File: config.mk
export PLATFORM = sky130hd
export DESIGN_NAME = bsg_alu_accum_seq
export DESIGN_NICKNAME = d
export VERILOG_FILES = /design/src/rtl/bsg_alu_pkg.sv /design/src/rtl/bsg_alu_accum_seq.sv
export SDC_FILE = /design/constraint.sdc
export NUM_CORES = 1
export LEC_CHECK = 0
export BUFFER_PORTS_ARGS = -buffer_cell sky130_fd_sc_hd__buf_4
export CAP_MARGIN = 40
export CORE_MARGIN = 10
export CORE_UTILIZATION = 50
export CTS_BUF_LIST = sky130_fd_sc_hd__clkbuf_2 sky130_fd_sc_hd__clkbuf_4 sky130_fd_sc_hd__clkbuf_8
export CTS_CLUSTER_SIZE = 10
export DETAILED_ROUTE_END_ITERATION = 10
export GPL_TIMING_DRIVEN = 0
export PLACE_DENSITY = 0.91
export SLEW_MARGIN = 5
export SYNTH_ARGS = -nofsm -noshare
export SYNTH_HDL_FRONTEND = slang
export SYNTH_SLANG_ARGS = --single-unit
export TNS_END_PERCENT = 10
File: constraint.sdc
create_clock -name clk_i -period 2.16 [get_ports clk_i]
set_input_delay 0.54 -clock clk_i [delete_from_list [all_inputs] [get_ports clk_i]]
set_output_delay 0.54 -clock clk_i [all_outputs]
set_load 0.05 [all_outputs]
File: src/rtl/bsg_alu_pkg.sv
// Shared ALU operation encoding, used by bsg_alu and by every block that drives
// the ALU control input.
package bsg_alu_pkg;

  typedef enum logic [1:0] {
    e_alu_and  = 2'b00,
    e_alu_xor  = 2'b01,
    e_alu_nand = 2'b10,
    e_alu_add  = 2'b11
  } bsg_alu_op_e;

  localparam int unsigned alu_op_width_lp = 2;

endpackage

File: src/rtl/bsg_alu_accum_seq.sv
// Command sequencer for bsg_alu: drives the ALU from registered state, folds each
// result back into an accumulator, optionally repeats, and returns the result.
module bsg_alu_accum_seq
  import bsg_alu_pkg::*;
#(
  parameter int width_p     = 8,
  parameter int rpt_width_p = 4
) (
  input  logic                        clk_i,
  input  logic                        reset_i,

  input  logic                        v_i,
  output logic                        ready_o,
  input  logic [alu_op_width_lp-1:0]  cmd_op_i,
  input  logic                        cmd_load_i,
  input  logic                        cmd_emit_i,
  input  logic [rpt_width_p-1:0]      cmd_rpt_i,
  input  logic [width_p-1:0]          cmd_operand_i,

  output logic [alu_op_width_lp-1:0]  alu_control_o,
  output logic [width_p-1:0]          alu_a_o,
  output logic [width_p-1:0]          alu_b_o,
  input  logic [width_p-1:0]          alu_res_i,

  output logic                        v_o,
  output logic [width_p-1:0]          data_o,
  output logic                        zero_o,
  input  logic                        yumi_i
);

  // Handshakes: a command transfers on a rising edge where v_i & ready_o; a result
  // is offered while v_o=1 and retires on the edge where yumi_i=1 (only legal with
  // v_o=1). ready_o and v_o are never high together, and both come from state only.
  typedef enum logic [1:0] {
    e_idle = 2'b00,
    e_exec = 2'b01,
    e_resp = 2'b10
  } state_e;

  state_e                 state_q;
  bsg_alu_op_e            op_q;
  logic [width_p-1:0]     acc_q;
  logic [width_p-1:0]     operand_q;
  logic [rpt_width_p-1:0] cnt_q;
  logic                   emit_q;

  always_ff @(posedge clk_i) begin
    if (reset_i) begin
      state_q   <= e_idle;
      op_q      <= e_alu_and;
      acc_q     <= '0;
      operand_q <= '0;
      cnt_q     <= '0;
      emit_q    <= 1'b0;
    end else begin
      case (state_q)
        e_idle: begin
          if (v_i) begin
            emit_q <= cmd_emit_i;
            if (cmd_load_i) begin
              acc_q   <= cmd_operand_i;
              state_q <= cmd_emit_i ? e_resp : e_idle;
            end else begin
              op_q      <= bsg_alu_op_e'(cmd_op_i);
              operand_q <= cmd_operand_i;
              cnt_q     <= cmd_rpt_i;
              state_q   <= e_exec;
            end
          end
        end
        e_exec: begin
          // One ALU evaluation per cycle; cnt_q counts the remaining repeats.
          acc_q <= alu_res_i;
          if (cnt_q == '0) begin
            state_q <= emit_q ? e_resp : e_idle;
          end else begin
            cnt_q <= cnt_q - rpt_width_p'(1);
          end
        end
        e_resp: begin
          if (yumi_i) begin
            state_q <= e_idle;
          end
        end
        default: state_q <= e_idle;
      endcase
    end
  end

  assign ready_o       = (state_q == e_idle);
  assign v_o           = (state_q == e_resp);
  assign alu_control_o = op_q;
  assign alu_a_o       = acc_q;
  assign alu_b_o       = operand_q;
  assign data_o        = acc_q;
  assign zero_o        = (acc_q == '0);

endmodule

==> run_results.csv <==
group,metric,value,unit
critical_path,crit_fanout,4,
critical_path,r2r_end,"cnt_q[0]$_SDFFE_PP0P_",
route,drt-met1-wl,1515,um
clock_tree,worstSkewPairLatency,0.33,ns
placement,portBuffers,54,
timing,rsz0062_at_grt,"no",
status,status,"finished clean",
placement,gp_routability_congestion,0.8457,
worst_hold_path,hold_start,"cmd_op_i[1]",
logic_synthesis,async_flop_share,0,%
critical_path,critPathRequiredTime,1.62,ns
clock_tree,cts_resized,0,
logic_synthesis,synthAdderAreaFrac,0.9381,%
final_layout,layout_common_cells,"buf_4 (61), nand2_1 (24), dfxtp_1 (24), a21oi_1 (16), nor2_1 (14)",
logic_synthesis,ys_types,37,
critical_path,reg2reg_depth,6,
floorplanning,die_y,71.65,um
global_routing,grt_pass1_vias,1340,
floorplanning,ioPinCount,57,
logic_synthesis,synth_top_family_by_area,"compound AO/OA/AOI/OAI gates",
logic_synthesis,syn_area,1334,um^2
logic_synthesis,syn_avg_cell_area,8.892,um^2
final_layout,area_growth,36.02,%
clock_tree,root_buffer,"clkbuf_4",
logic_synthesis,syn-num-nets,179,
timing,post-route-min-period,2.083,ns
power,p_leak,0.7968,nW
timing,fin_ws,0.07658,ns
global_routing,grt_pass1_wl,6375,um
floorplanning,rows,18,
logic_synthesis,synth_seq_cells,25,
route,firstDrtPassIters,4,
critical_path,start_kind,"flip-flop",
logic_synthesis,synthXorXnorAreaFrac,0.6567,%
logic_synthesis,synth_edf_count,0,
logic_synthesis,synth-compound-area-share,21.48,%
timing,setup_viol,0,
timing,finalSetupTns,0,ns
global_routing,antenna_found_initial,0,
worst_hold_path,hold_path_depth,3,
clock_tree,post-cts-setup-buffers,0,
critical_path,crit_type,"flip-flop to primary output",
clock_tree,tritoncts,"done",
critical_path,crit_start,"alu_a_o[2]$_SDFFE_PP0P_",
timing,fin_crit_sh,96.45,%
logic_synthesis,ys_seq_area_share,37.52,%
global_routing,overflow,0,
route,viasPerCell,5.437,
route,vias,1294,
logic_synthesis,yosysWarningCount,0,
route,top_layer,"met4",
critical_path,worstPathArrival,1.54,ns
route,met3_length,234,um
route,antenna_left,0,
worst_hold_path,hold_class,"primary input to flip-flop",
clock_tree,clkSinkCount,25,
global_routing,grt_max_degree,16,
clock_tree,cts_buffers,3,
worst_hold_path,whs_endpoint,"alu_control_o[1]$_SDFFE_PP0P_",
critical_path,crit_path_end_kind,"primary output",
route,drc,0,
timing,tightest_slew,0.5664,ns
final_layout,diodes,0,
floorplanning,initial_core_util,52.88,%
timing,relSlewSlack,62.24,%
run,drv_cap,0,
critical_path,regToRegSetupSlack,0.49,ns
floorplanning,die-area,5134,um^2
logic_synthesis,ys.flop_type,"dfxtp_1",
route,wl_met2,2097,um
final_layout,final_common_cell,"buf_4",
power,p_per_area,755.5,nW/um^2
clock_tree,h-tree-depth,1,
route,routed_wirelength,3945,um
floorplanning,core,2522,um^2
clock_tree,clock_path_buffers,2,
timing,hold_viol_final,0,
logic_synthesis,synth.area.mux_share,7.598,%
global_routing,grt.total_usage,14.91,%
logic_synthesis,synth-simple-area-share,20.17,%
clock_tree,hold_buffers,0,
timing,slew_violations,0,
logic_synthesis,synthCells,150,
timing,fin_skew,0.009907,ns
power,ir_drop,0.0005623,V
final_layout,drive_above_1_share,43.27,%
critical_path,r2r_start,"cnt_q[0]$_SDFFE_PP0P_",
route,drt_iter0_drc,65,
floorplanning,dieWidth,71.65,um
placement,place_ws,0.4210,ns
timing,max_freq,480.0,MHz
clock_tree,clkSlewWorstSetupHoldPaths,0.15,ns
final_layout,layout.nets,238,
route,wire_per_inst,16.58,um
placement,hpwl,3183,um
## state kept, by name (all words and copies together), names as in the netlist
signal         flops
alu_a_o            8
alu_b_o            8
alu_control_o      2
cnt_q              4
emit_q             1
state_q            2
## cells by family (layout without fill, tap and decap cells)
group / after synthesis / in the layout
compound gates: 39 / 39
xor+xnor: 1 / 1
fa+ha+maj: 1 / 1
buf+inv: 22 / 80
flops: 25 / 25
mux: 10 / 10
simple gates: 52 / 52
## worst max-delay path by stage
stage                     slack [ns]     end  cells past startpoint
after floorplan                 0.10  zero_o                      2
after global placement          0.46  zero_o                      3
after detailed placement        0.42  zero_o                      3
after CTS                       0.04  zero_o                      3
after global routing         0.00001  zero_o                      3
final                           0.08  zero_o                      3
## per-layer routing
layer,track usage [%],vias to the layer above
met1,17.23,604
met5,0,-
met2,25.59,56
met4,7.097,0
li1,-,626
met3,2.893,8
## synth_stat cells, drive strengths merged (3+ instances only)
cell,instances,area (um^2)
nor2b,3,26.27
a211oi,9,102.6
a31oi,3,25.02
dfxtp,25,500.5
a21oi,17,88.84
inv,5,18.77
buf,15,128.9
nor2,16,67.56
o21ai,4,20.02
mux2i,9,90.09
nand2,24,90.09
## cell type report
type | count | area, um^2
fill | 188 | 708.2
multi-input combinational | 103 | 680.7
sequential | 25 | 501.7
timing repair buffer | 54 | 409.1
buffer | 17 | 136.4
tap | 30 | 37.54
clock buffer | 3 | 22.52
inverter | 5 | 18.77
clock inverter | 1 | 7.507
## per-stage QoR
step | area, um^2 | hold WS (ns) | cells | util (%) | power, W
floorplan | 1336 | 0.4632 | 150 | - | 0.0009731
global placement | 1779 | 0.4432 | 234 | 70.54 | 0.001132
CTS | 1809 | 0.4449 | 238 | 71.73 | 0.001366
detailed placement | 1779 | 0.4513 | 234 | 70.54 | 0.001152
finish | 1814 | 0.4379 | 238 | 71.92 | 0.001371
global route | 1814 | 0.4397 | 238 | 71.92 | 0.001431
## worst max-delay path, cell delays in order, from the launching register on
cell,delay (ns)
dfxtp_2,0.36
or4_1,0.54
nor2_2,0.14
buf_6,0.17
## power by group
part | switching, W | leakage, nW | internal (W)
clock network | 0.000154 | 0.0139 | 0.0000708
registers | 0.0000355 | 0.206 | 0.000504
logic | 0.000375 | 0.577 | 0.000232
total | 0.000564 | 0.797 | 0.000807
(Power assumes the default switching activity.)
